### config.mk
export PLATFORM = sky130hd
export DESIGN_NAME = alu_issue
export DESIGN_NICKNAME = d
export VERILOG_FILES = /design/src/rtl/alu_pkg.sv /design/src/rtl/alu_issue.sv
export SDC_FILE = /design/constraint.sdc
export NUM_CORES = 1
export LEC_CHECK = 0
export CORE_UTILIZATION = 47
export CTS_CLUSTER_DIAMETER = 120
export DETAILED_ROUTE_END_ITERATION = 16
export PLACE_DENSITY = 0.8
export SLEW_MARGIN = 20
export SYNTH_ARGS = -nofsm -noshare
export SYNTH_HDL_FRONTEND = slang
export SYNTH_SLANG_ARGS = --single-unit
### constraint.sdc
create_clock -name clk -period 2.35 [get_ports clk]
set_input_delay 0.47 -clock clk [delete_from_list [all_inputs] [get_ports clk]]
set_output_delay 0.47 -clock clk [all_outputs]
set_load 0.01 [all_outputs]
### src/rtl/alu_pkg.sv
// -----------------------------------------------------------------------------
// alu_pkg
//   Shared definitions for the ALU issue logic and whatever instantiates the
//   ALU beside it at the integration level:
//     - ALU control codes (CTRL_TA .. CTRL_EQ, codes 2..11)
//     - the issue FSM state encoding
//     - ctrl_is_legal(): true for the codes the ALU implements
// -----------------------------------------------------------------------------
package alu_pkg;

  // Idle control code: the ALU output is don't-care while this is applied.
  localparam logic [3:0] CTRL_NONE = 4'd0;

  // Implemented ALU operations.
  localparam logic [3:0] CTRL_TA   = 4'd2;   // s = a
  localparam logic [3:0] CTRL_INC  = 4'd3;   // s = a + 1
  localparam logic [3:0] CTRL_ADD  = 4'd4;   // s = a + b
  localparam logic [3:0] CTRL_SUB  = 4'd5;   // s = a - b
  localparam logic [3:0] CTRL_AND  = 4'd6;   // s = a & b
  localparam logic [3:0] CTRL_OR   = 4'd7;   // s = a | b
  localparam logic [3:0] CTRL_XOR  = 4'd8;   // s = a ^ b
  localparam logic [3:0] CTRL_GT   = 4'd9;   // s = (a > b)
  localparam logic [3:0] CTRL_LT   = 4'd10;  // s = (a < b)
  localparam logic [3:0] CTRL_EQ   = 4'd11;  // s = (a == b)

  // Issue FSM states.
  typedef enum logic [2:0] {
    IDLE  = 3'd0,
    SETUP = 3'd1,
    EXEC  = 3'd2,
    CAPT  = 3'd3,
    RESP  = 3'd4
  } state_t;

  // A command is legal only if its code lies in the implemented range.
  function automatic logic ctrl_is_legal(input logic [3:0] op);
    return (op >= CTRL_TA) && (op <= CTRL_EQ);
  endfunction

endpackage

### src/rtl/alu_issue.sv
// -----------------------------------------------------------------------------
// alu_issue
//   Sequences one command at a time onto an external combinational ALU and
//   returns the captured result over a valid/ready response channel.
//
//   Ports
//     clk, rst              clock, synchronous active-high reset
//     cmd_valid/cmd_ready   command handshake
//     cmd_op, cmd_a, cmd_b  ALU control code and operands
//     alu_a, alu_b          operands driven to the ALU
//     alu_ctrl              control code driven to the ALU (0 when not in use)
//     alu_s                 ALU result
//     rsp_valid/rsp_ready   response handshake
//     rsp_data, rsp_err     captured result / illegal-op flag
//     op_count              completed responses (wraps)
//     err_count             illegal-op responses (saturates at 255)
//
//   Legal command flow:   IDLE -> SETUP -> EXEC -> CAPT -> RESP
//   Illegal command flow: IDLE -> RESP  (rsp_data = 0, rsp_err = 1)
//   A RESP handshake coinciding with cmd_valid accepts the next command at
//   once, so back-to-back commands never pass through IDLE.
// -----------------------------------------------------------------------------
module alu_issue
  import alu_pkg::*;
(
  input  logic       clk,
  input  logic       rst,
  input  logic       cmd_valid,
  output logic       cmd_ready,
  input  logic [3:0] cmd_op,
  input  logic [7:0] cmd_a,
  input  logic [7:0] cmd_b,
  output logic [7:0] alu_a,
  output logic [7:0] alu_b,
  output logic [3:0] alu_ctrl,
  input  logic [7:0] alu_s,
  output logic       rsp_valid,
  input  logic       rsp_ready,
  output logic [7:0] rsp_data,
  output logic       rsp_err,
  output logic [7:0] op_count,
  output logic [7:0] err_count
);

  state_t     state_r;
  logic [3:0] op_r;

  logic       rsp_fire_s;
  logic       cmd_ready_s;
  logic       accept_s;
  logic       cmd_legal_s;

  // Handshake decode. cmd_ready has to follow rsp_ready within the cycle so
  // that a response can be retired and a new command taken on the same edge.
  always_comb begin
    rsp_fire_s  = (state_r == RESP) && rsp_ready;
    cmd_ready_s = (state_r == IDLE) || rsp_fire_s;
    accept_s    = cmd_valid && cmd_ready_s;
    cmd_legal_s = ctrl_is_legal(cmd_op);
  end

  assign cmd_ready = cmd_ready_s;

  // Issue FSM with its registered ALU-side and response-side outputs.
  always_ff @(posedge clk) begin
    if (rst) begin
      state_r   <= IDLE;
      op_r      <= CTRL_NONE;
      alu_a     <= 8'd0;
      alu_b     <= 8'd0;
      alu_ctrl  <= CTRL_NONE;
      rsp_valid <= 1'b0;
      rsp_data  <= 8'd0;
      rsp_err   <= 1'b0;
    end else if (accept_s) begin
      // New command, taken either from IDLE or straight out of RESP.
      op_r     <= cmd_op;
      alu_ctrl <= CTRL_NONE;
      if (cmd_legal_s) begin
        // Operands go out one cycle ahead of the ctrl code so the ALU sees a
        // clean 0 -> op transition on alu_ctrl with stable inputs.
        state_r   <= SETUP;
        alu_a     <= cmd_a;
        alu_b     <= cmd_b;
        rsp_valid <= 1'b0;
      end else begin
        // Illegal ops never touch the ALU; alu_a/alu_b keep their old values.
        state_r   <= RESP;
        rsp_valid <= 1'b1;
        rsp_data  <= 8'd0;
        rsp_err   <= 1'b1;
      end
    end else begin
      case (state_r)
        IDLE: begin
          state_r <= IDLE;
        end
        SETUP: begin
          state_r  <= EXEC;
          alu_ctrl <= op_r;
        end
        EXEC: begin
          state_r  <= CAPT;
          alu_ctrl <= op_r;
        end
        CAPT: begin
          // alu_ctrl has been stable for a full cycle, so alu_s is settled.
          state_r   <= RESP;
          alu_ctrl  <= CTRL_NONE;
          rsp_valid <= 1'b1;
          rsp_data  <= alu_s;
          rsp_err   <= 1'b0;
        end
        RESP: begin
          // rsp_data/rsp_err are left untouched so they stay stable here.
          if (rsp_ready) begin
            state_r   <= IDLE;
            rsp_valid <= 1'b0;
          end else begin
            state_r <= RESP;
          end
        end
        default: begin
          state_r   <= IDLE;
          alu_ctrl  <= CTRL_NONE;
          rsp_valid <= 1'b0;
        end
      endcase
    end
  end

  // Response statistics, updated only when a response is actually consumed.
  always_ff @(posedge clk) begin
    if (rst) begin
      op_count  <= 8'd0;
      err_count <= 8'd0;
    end else if (rsp_fire_s) begin
      op_count <= op_count + 8'd1;
      if (rsp_err && (err_count != 8'hFF)) begin
        err_count <= err_count + 8'd1;
      end else begin
        err_count <= err_count;
      end
    end else begin
      op_count  <= op_count;
      err_count <= err_count;
    end
  end

endmodule
After elaboration in Yosys (flattened, before gate mapping):

Cells that the tools add are included.

* add/subtract/negate cells: 2
* $lt $le $gt $ge: 2
* equality and inequality tests: 8
* multiplexer cells: 15
* reductions and logical operators: 15

Operators by type and width (count)
* two-way mux 8 bit: 3
* adder 8 x 1 -> 8 bit (second input constant): 2
* case mux 3 bit (4 select lines): 1
* two-way mux 3 bit: 3
* inequality test 8 bit (second input constant): 1
* case mux 4 bit (2 select lines): 1
* AND reduction 2 bit: 4
* == test 3 x 2 -> 1 bit (second input constant): 2
* two-way mux 1 bit: 6
* OR reduction 2 bit: 3
* greater-or-equal comparator 4 x 2 -> 1 bit (second input constant): 1
* less-or-equal comparator 4 bit (second input constant): 1
* logical AND 1 bit: 4
* == test 3 x 1 -> 1 bit (second input constant): 1
* == test 3 bit (second input constant): 1
* zero test 3 bit: 1
* inequality test 3 bit (second input constant): 1
* case mux 1 bit (3 select lines): 1
* OR reduction 3 bit: 1
* inequality test 2 x 1 -> 1 bit (second input constant): 1
* inequality test 2 bit (second input constant): 1
* nonzero test 2 bit: 1
* logical OR 1 bit: 1

* register bits after elaboration: 53
* output and inout bits: 47
* logic and storage cells: 52

Logic depth before layout (Yosys ltp):

* depth after elaboration: 6
* gate-level depth with buffers: 7
* gate-level depth less buffers: 5

Worst setup path after synthesis:

OpenSTA, ideal clock, no wires.

* path type: flip-flop to flip-flop
* start point: register err_count[0]
* end point: register err_count[7]
* library setup time: 0.121 ns
* data arrival time: 1.436 ns
* data required time: 2.229 ns
* setup slack: 0.793 ns
* stages on the path, launching flop included: 6
* period minus slack after synthesis: 1.557 ns
* cell sequence: dfxtp_1 -> ha_1 -> nand4_1 -> nor2b_1 -> nand3_1 -> mux2_2

* longest elaborated chain between the ends: 3
* elaborated cells between the ends (all ways): 4

RTL lines
* start: declaration: RTL line alu_issue.sv:42 `output logic [7:0] err_count`
* start signal: assignment: RTL line alu_issue.sv:140 `err_count <= err_count + 8'd1;`
* start signal: assignment: RTL line alu_issue.sv:142 `err_count <= err_count;`
* start signal: assignment: RTL line alu_issue.sv:146 `err_count <= err_count;`
* branches (longest 3 deep; another with adder 8 x 1 -> 8 bit)

Parallel ways; which one is timed is not known.
A chain may end at the register's enable or synchronous reset.

Worst setup path in the final report:

* start point: input port rsp_ready
* end point: output port cmd_ready

* longest elaborated chain between the ends: 2

RTL lines
* start: declaration: RTL line alu_issue.sv:38 `input logic rsp_ready,`
* logical AND 1 bit: RTL line alu_issue.sv:56 `rsp_fire_s = (state_r == RESP) && rsp_ready;`
* logical OR 1 bit: RTL line alu_issue.sv:57 `cmd_ready_s = (state_r == IDLE) || rsp_fire_s;`
* end: declaration: RTL line alu_issue.sv:29 `output logic cmd_ready,`

No other way between the ends.

==> flow_summary.ini <==
[sta]
setup-tns-final_ns = 0
worst_pin_slew_ns = 0.575
fin_skew_ns = 0.00657
final_period_minus_worst_setup_slack_ns = 2.22
grt_setup_unrepaired = no
timing.slew.headroom_pct = 61.5
maxClockFrequency_ghz = 0.451
slew_viol_final = 0
period_share_pct = 94.3
setup_viols_final = 0
hold_viol = 0

[global_routing]
grt_overflow = 0
grtUsageTotal_pct = 21.9
grt_antenna_before_repair = 0
grt_pass1_vias = 1852
grt_pass1_wl_um = 8600
grt_max_degree = 22

[cts]
cts_tree = built
cts-root-to-sink-buffers = 2
clkLatencyLatePin_ns = 0.31
worst_setup_hold_path_clk_slew_ns = 0.09
post_cts_resized = 0
cts_inserted_buffers = 5
cts_hold_repair.buffers = 0
cts.repair_timing.setup_buffer_count = 0
clock_tree.htree_level_count = 2
root_buffer = sky130_fd_sc_hd__clkbuf_8
cts.sink_count = 53

[finish]
design.final.nets = 352
drive_gt1_share_pct = 7.84
fillers = 357
syn_to_final_growth_pct = 45.4
area_occupied_by_multi_input_gates_um2 = 1010
area_used_by_sequential_logic_in_the_layout_um2 = 1060
antennaDiodeCount = 0

[drt]
dr.pass1.iters = 4
remaining_drc_errors = 0
sum_of_routed_wire_length_over_all_layers_um = 5280
initialDrtViolationCount = 93
routed-via-count = 2000
post_drt_wl_per_cell_um = 14.2
drt.antenna.violating_nets = 0
vias_per_cell = 5.39

[pwr]
power.density_cell_area_nw_per_um2 = 628
power_leakage_nw = 1.13
swShare_pct = 25.1
power.share.sequential_pct = 49.6
worst_case_vdd_ir_drop_uv = 361
internal_power_component_mw = 1.48
share_of_total_power_in_combinational_logic_pct = 17.8
design_power_mw = 1.97
clockPowerShare_pct = 32.6
p_switching_mw = 0.494

[run]
drv.max_cap_violation_count = 0

[setup_path]
timing.critical_path.slowest_stage_cell = sky130_fd_sc_hd__clkdlybuf4s50_1
cp_cell_sequence = clkdlybuf4s50_1 > nor2b_1 > nor3_1 > clkdlybuf4s50_1
critical-path-top-delay-family = buffers and inverters
crit_path_frequent_cell = sky130_fd_sc_hd__clkdlybuf4s50_1
critical-path-max-stage-delay_ns = 0.57
setup.worst_path.class = in -> out
critPathArrivalTime_ns = 1.75
buffers_plus_inverters_on_the_worst_setup_path = 2
worst_setup_path_end_kind = output pin
cp-start-kind = primary input
cp_max_fo = 2
cp.required_ns = 1.88

[synthesis]
ys_ff_latch = 53
syn_nets = 271
yosysSeqAreaShare_pct = 49.1
postSynthCellCount = 237
synth_area_leader_cell = sky130_fd_sc_hd__dfxtp_1
synth.area.top_cells = sky130_fd_sc_hd__dfxtp_1, sky130_fd_sc_hd__a21oi_1, sky130_fd_sc_hd__a22o_1
syn-mean-instance-area_um2 = 9.11
synth_top_area_share_pct = 49.1
synth-edff-count = 0
synth_warnings = 0
netlist-cell-type-count = 42
synth_area_um2 = 2160
ys_dominant_reg_cell = sky130_fd_sc_hd__dfxtp_1
asyncSetResetFlopFracSynth_pct = 0

[floorplanning]
placementRows = 24
design.die.area_um2 = 4870
fp.dieW_um = 69.8
placeable_core_region_um2 = 4380
initial_core_util_pct = 49.3
pin_count = 79
dieHeight_um = 69.8

[placement]
port-buffer-count = 78
gp_routability_congestion = 0.743
post_dp_hpwl_um = 3770

[status]
status = completed

[hold_path]
path_category_of_the_worst_min_delay_check = reg -> reg
[final cells by class]
cell class / count / share of cell area, %
well taps: 52 / 2.07
flip-flops and latches: 53 / 33.8
clock buffers: 7 / 2.75
clock inverters: 1 / 0.957
inverters: 3 / 0.359
repair buffers: 91 / 28.0
multi-input cells: 164 / 32.1
[final timing paths]
check	startpoint	end	slack (ns)	cells after the start
min reg2reg	op_r[1]	op_r[1]	0.46	2
min	op_r[1]	op_r[1]	0.46	2
max reg2reg	err_count[0]	err_count[7]	0.66	5
max	rsp_ready	cmd_ready	0.13	4
[power by group through the flow]
stage / sequential, mW / clock, mW / combinational (mW)
finish: 0.978 / 0.642 / 0.351
global placement: 0.995 / 0 / 0.344
floorplan: 0.999 / 0 / 0.169
CTS: 0.977 / 0.644 / 0.351
detailed placement: 0.997 / 0 / 0.349
global route: 0.984 / 0.678 / 0.380
[through the flow]
stage / utilization (%) / setup WS, ns / hold WS (ns) / instance area [um2] / std cells
2_1_floorplan: - / 0.793 / 0.437 / 2160 / 237
3_3_place_gp: 68.9 / 0.111 / 0.444 / 3020 / 363
3_5_place_dp: 68.9 / 0.115 / 0.448 / 3020 / 363
4_1_cts: 71.6 / 0.118 / 0.461 / 3140 / 371
5_1_grt: 71.6 / 0.0925 / 0.488 / 3140 / 371
6_report: 71.6 / 0.134 / 0.460 / 3140 / 371
[worst min-delay path, cell delays in order (launching register included)]
cell and delay (ns):
sky130_fd_sc_hd__dfxtp_1 0.32, sky130_fd_sc_hd__nand2_1 0.05, sky130_fd_sc_hd__a21oi_1 0.05
[cells in the mapped netlist, types with 2 or more instances]
| cell type | number |
|---|---|
| sky130_fd_sc_hd__dfxtp_1 | 53 |
| sky130_fd_sc_hd__a21oi_1 | 27 |
| sky130_fd_sc_hd__nand3_1 | 19 |
| sky130_fd_sc_hd__o21ai_0 | 18 |
| sky130_fd_sc_hd__nor2_1 | 17 |
| sky130_fd_sc_hd__nand2_1 | 16 |
| sky130_fd_sc_hd__a22o_1 | 12 |
| sky130_fd_sc_hd__buf_2 | 7 |
| sky130_fd_sc_hd__clkbuf_1 | 7 |
| sky130_fd_sc_hd__xnor2_1 | 7 |
| sky130_fd_sc_hd__nor2b_1 | 6 |
| sky130_fd_sc_hd__nor3_1 | 4 |
| sky130_fd_sc_hd__xor2_1 | 4 |
| sky130_fd_sc_hd__and3_1 | 3 |
| sky130_fd_sc_hd__inv_1 | 3 |
| sky130_fd_sc_hd__mux2i_1 | 3 |
| sky130_fd_sc_hd__nor4_1 | 3 |
| sky130_fd_sc_hd__buf_4 | 2 |
| sky130_fd_sc_hd__ha_1 | 2 |
| sky130_fd_sc_hd__nand4_1 | 2 |
[cells by family after synthesis]
| kind of cell | count (synthesis) | share of synthesized area [%] |
|---|---|---|
| DFF | 53 | 49.1 |
| AOI/OAI and AO/OA | 68 | 20.3 |
| adders and majority gates | 2 | 1.16 |
| buffers and inverters | 20 | 4.23 |
| and+or+nand+nor | 79 | 18.8 |
| xor gates and xnor gates | 11 | 4.46 |
| muxes | 4 | 1.91 |
[state kept, by name, summed over array words and instances, names as in the netlist]
| name | flops |
|---|---|
| alu_b | 8 |
| alu_a | 8 |
| rsp_valid | 1 |
| err_count | 8 |
| alu_ctrl | 4 |
| op_count | 8 |
| state_r | 3 |
| rsp_data | 8 |
| rsp_err | 1 |
| op_r | 4 |
[per-layer routing]
layer	vias to the layer above	share of wire [%]	track usage, %
li1	1009	-	-
met1	911	45	28.3
met2	67	47	34.2
met3	13	5.4	4.80
met4	0	3.0	11.8
met5	-	0	0
[cell usage in the layout (no fill, tap or decap), types with 4 or more instances in the layout]
master,count
sky130_fd_sc_hd__clkdlybuf4s50_1,78
sky130_fd_sc_hd__dfxtp_1,53
sky130_fd_sc_hd__a21oi_1,27
sky130_fd_sc_hd__nand3_1,19
sky130_fd_sc_hd__o21ai_0,18
sky130_fd_sc_hd__nor2_1,17
sky130_fd_sc_hd__nand2_1,16
sky130_fd_sc_hd__buf_4,13
sky130_fd_sc_hd__a22o_1,12
sky130_fd_sc_hd__xnor2_1,7
sky130_fd_sc_hd__nor2b_1,6
sky130_fd_sc_hd__clkbuf_8,6
sky130_fd_sc_hd__nor3_1,4
sky130_fd_sc_hd__xor2_1,4
Power figures use the tool's default switching activity.
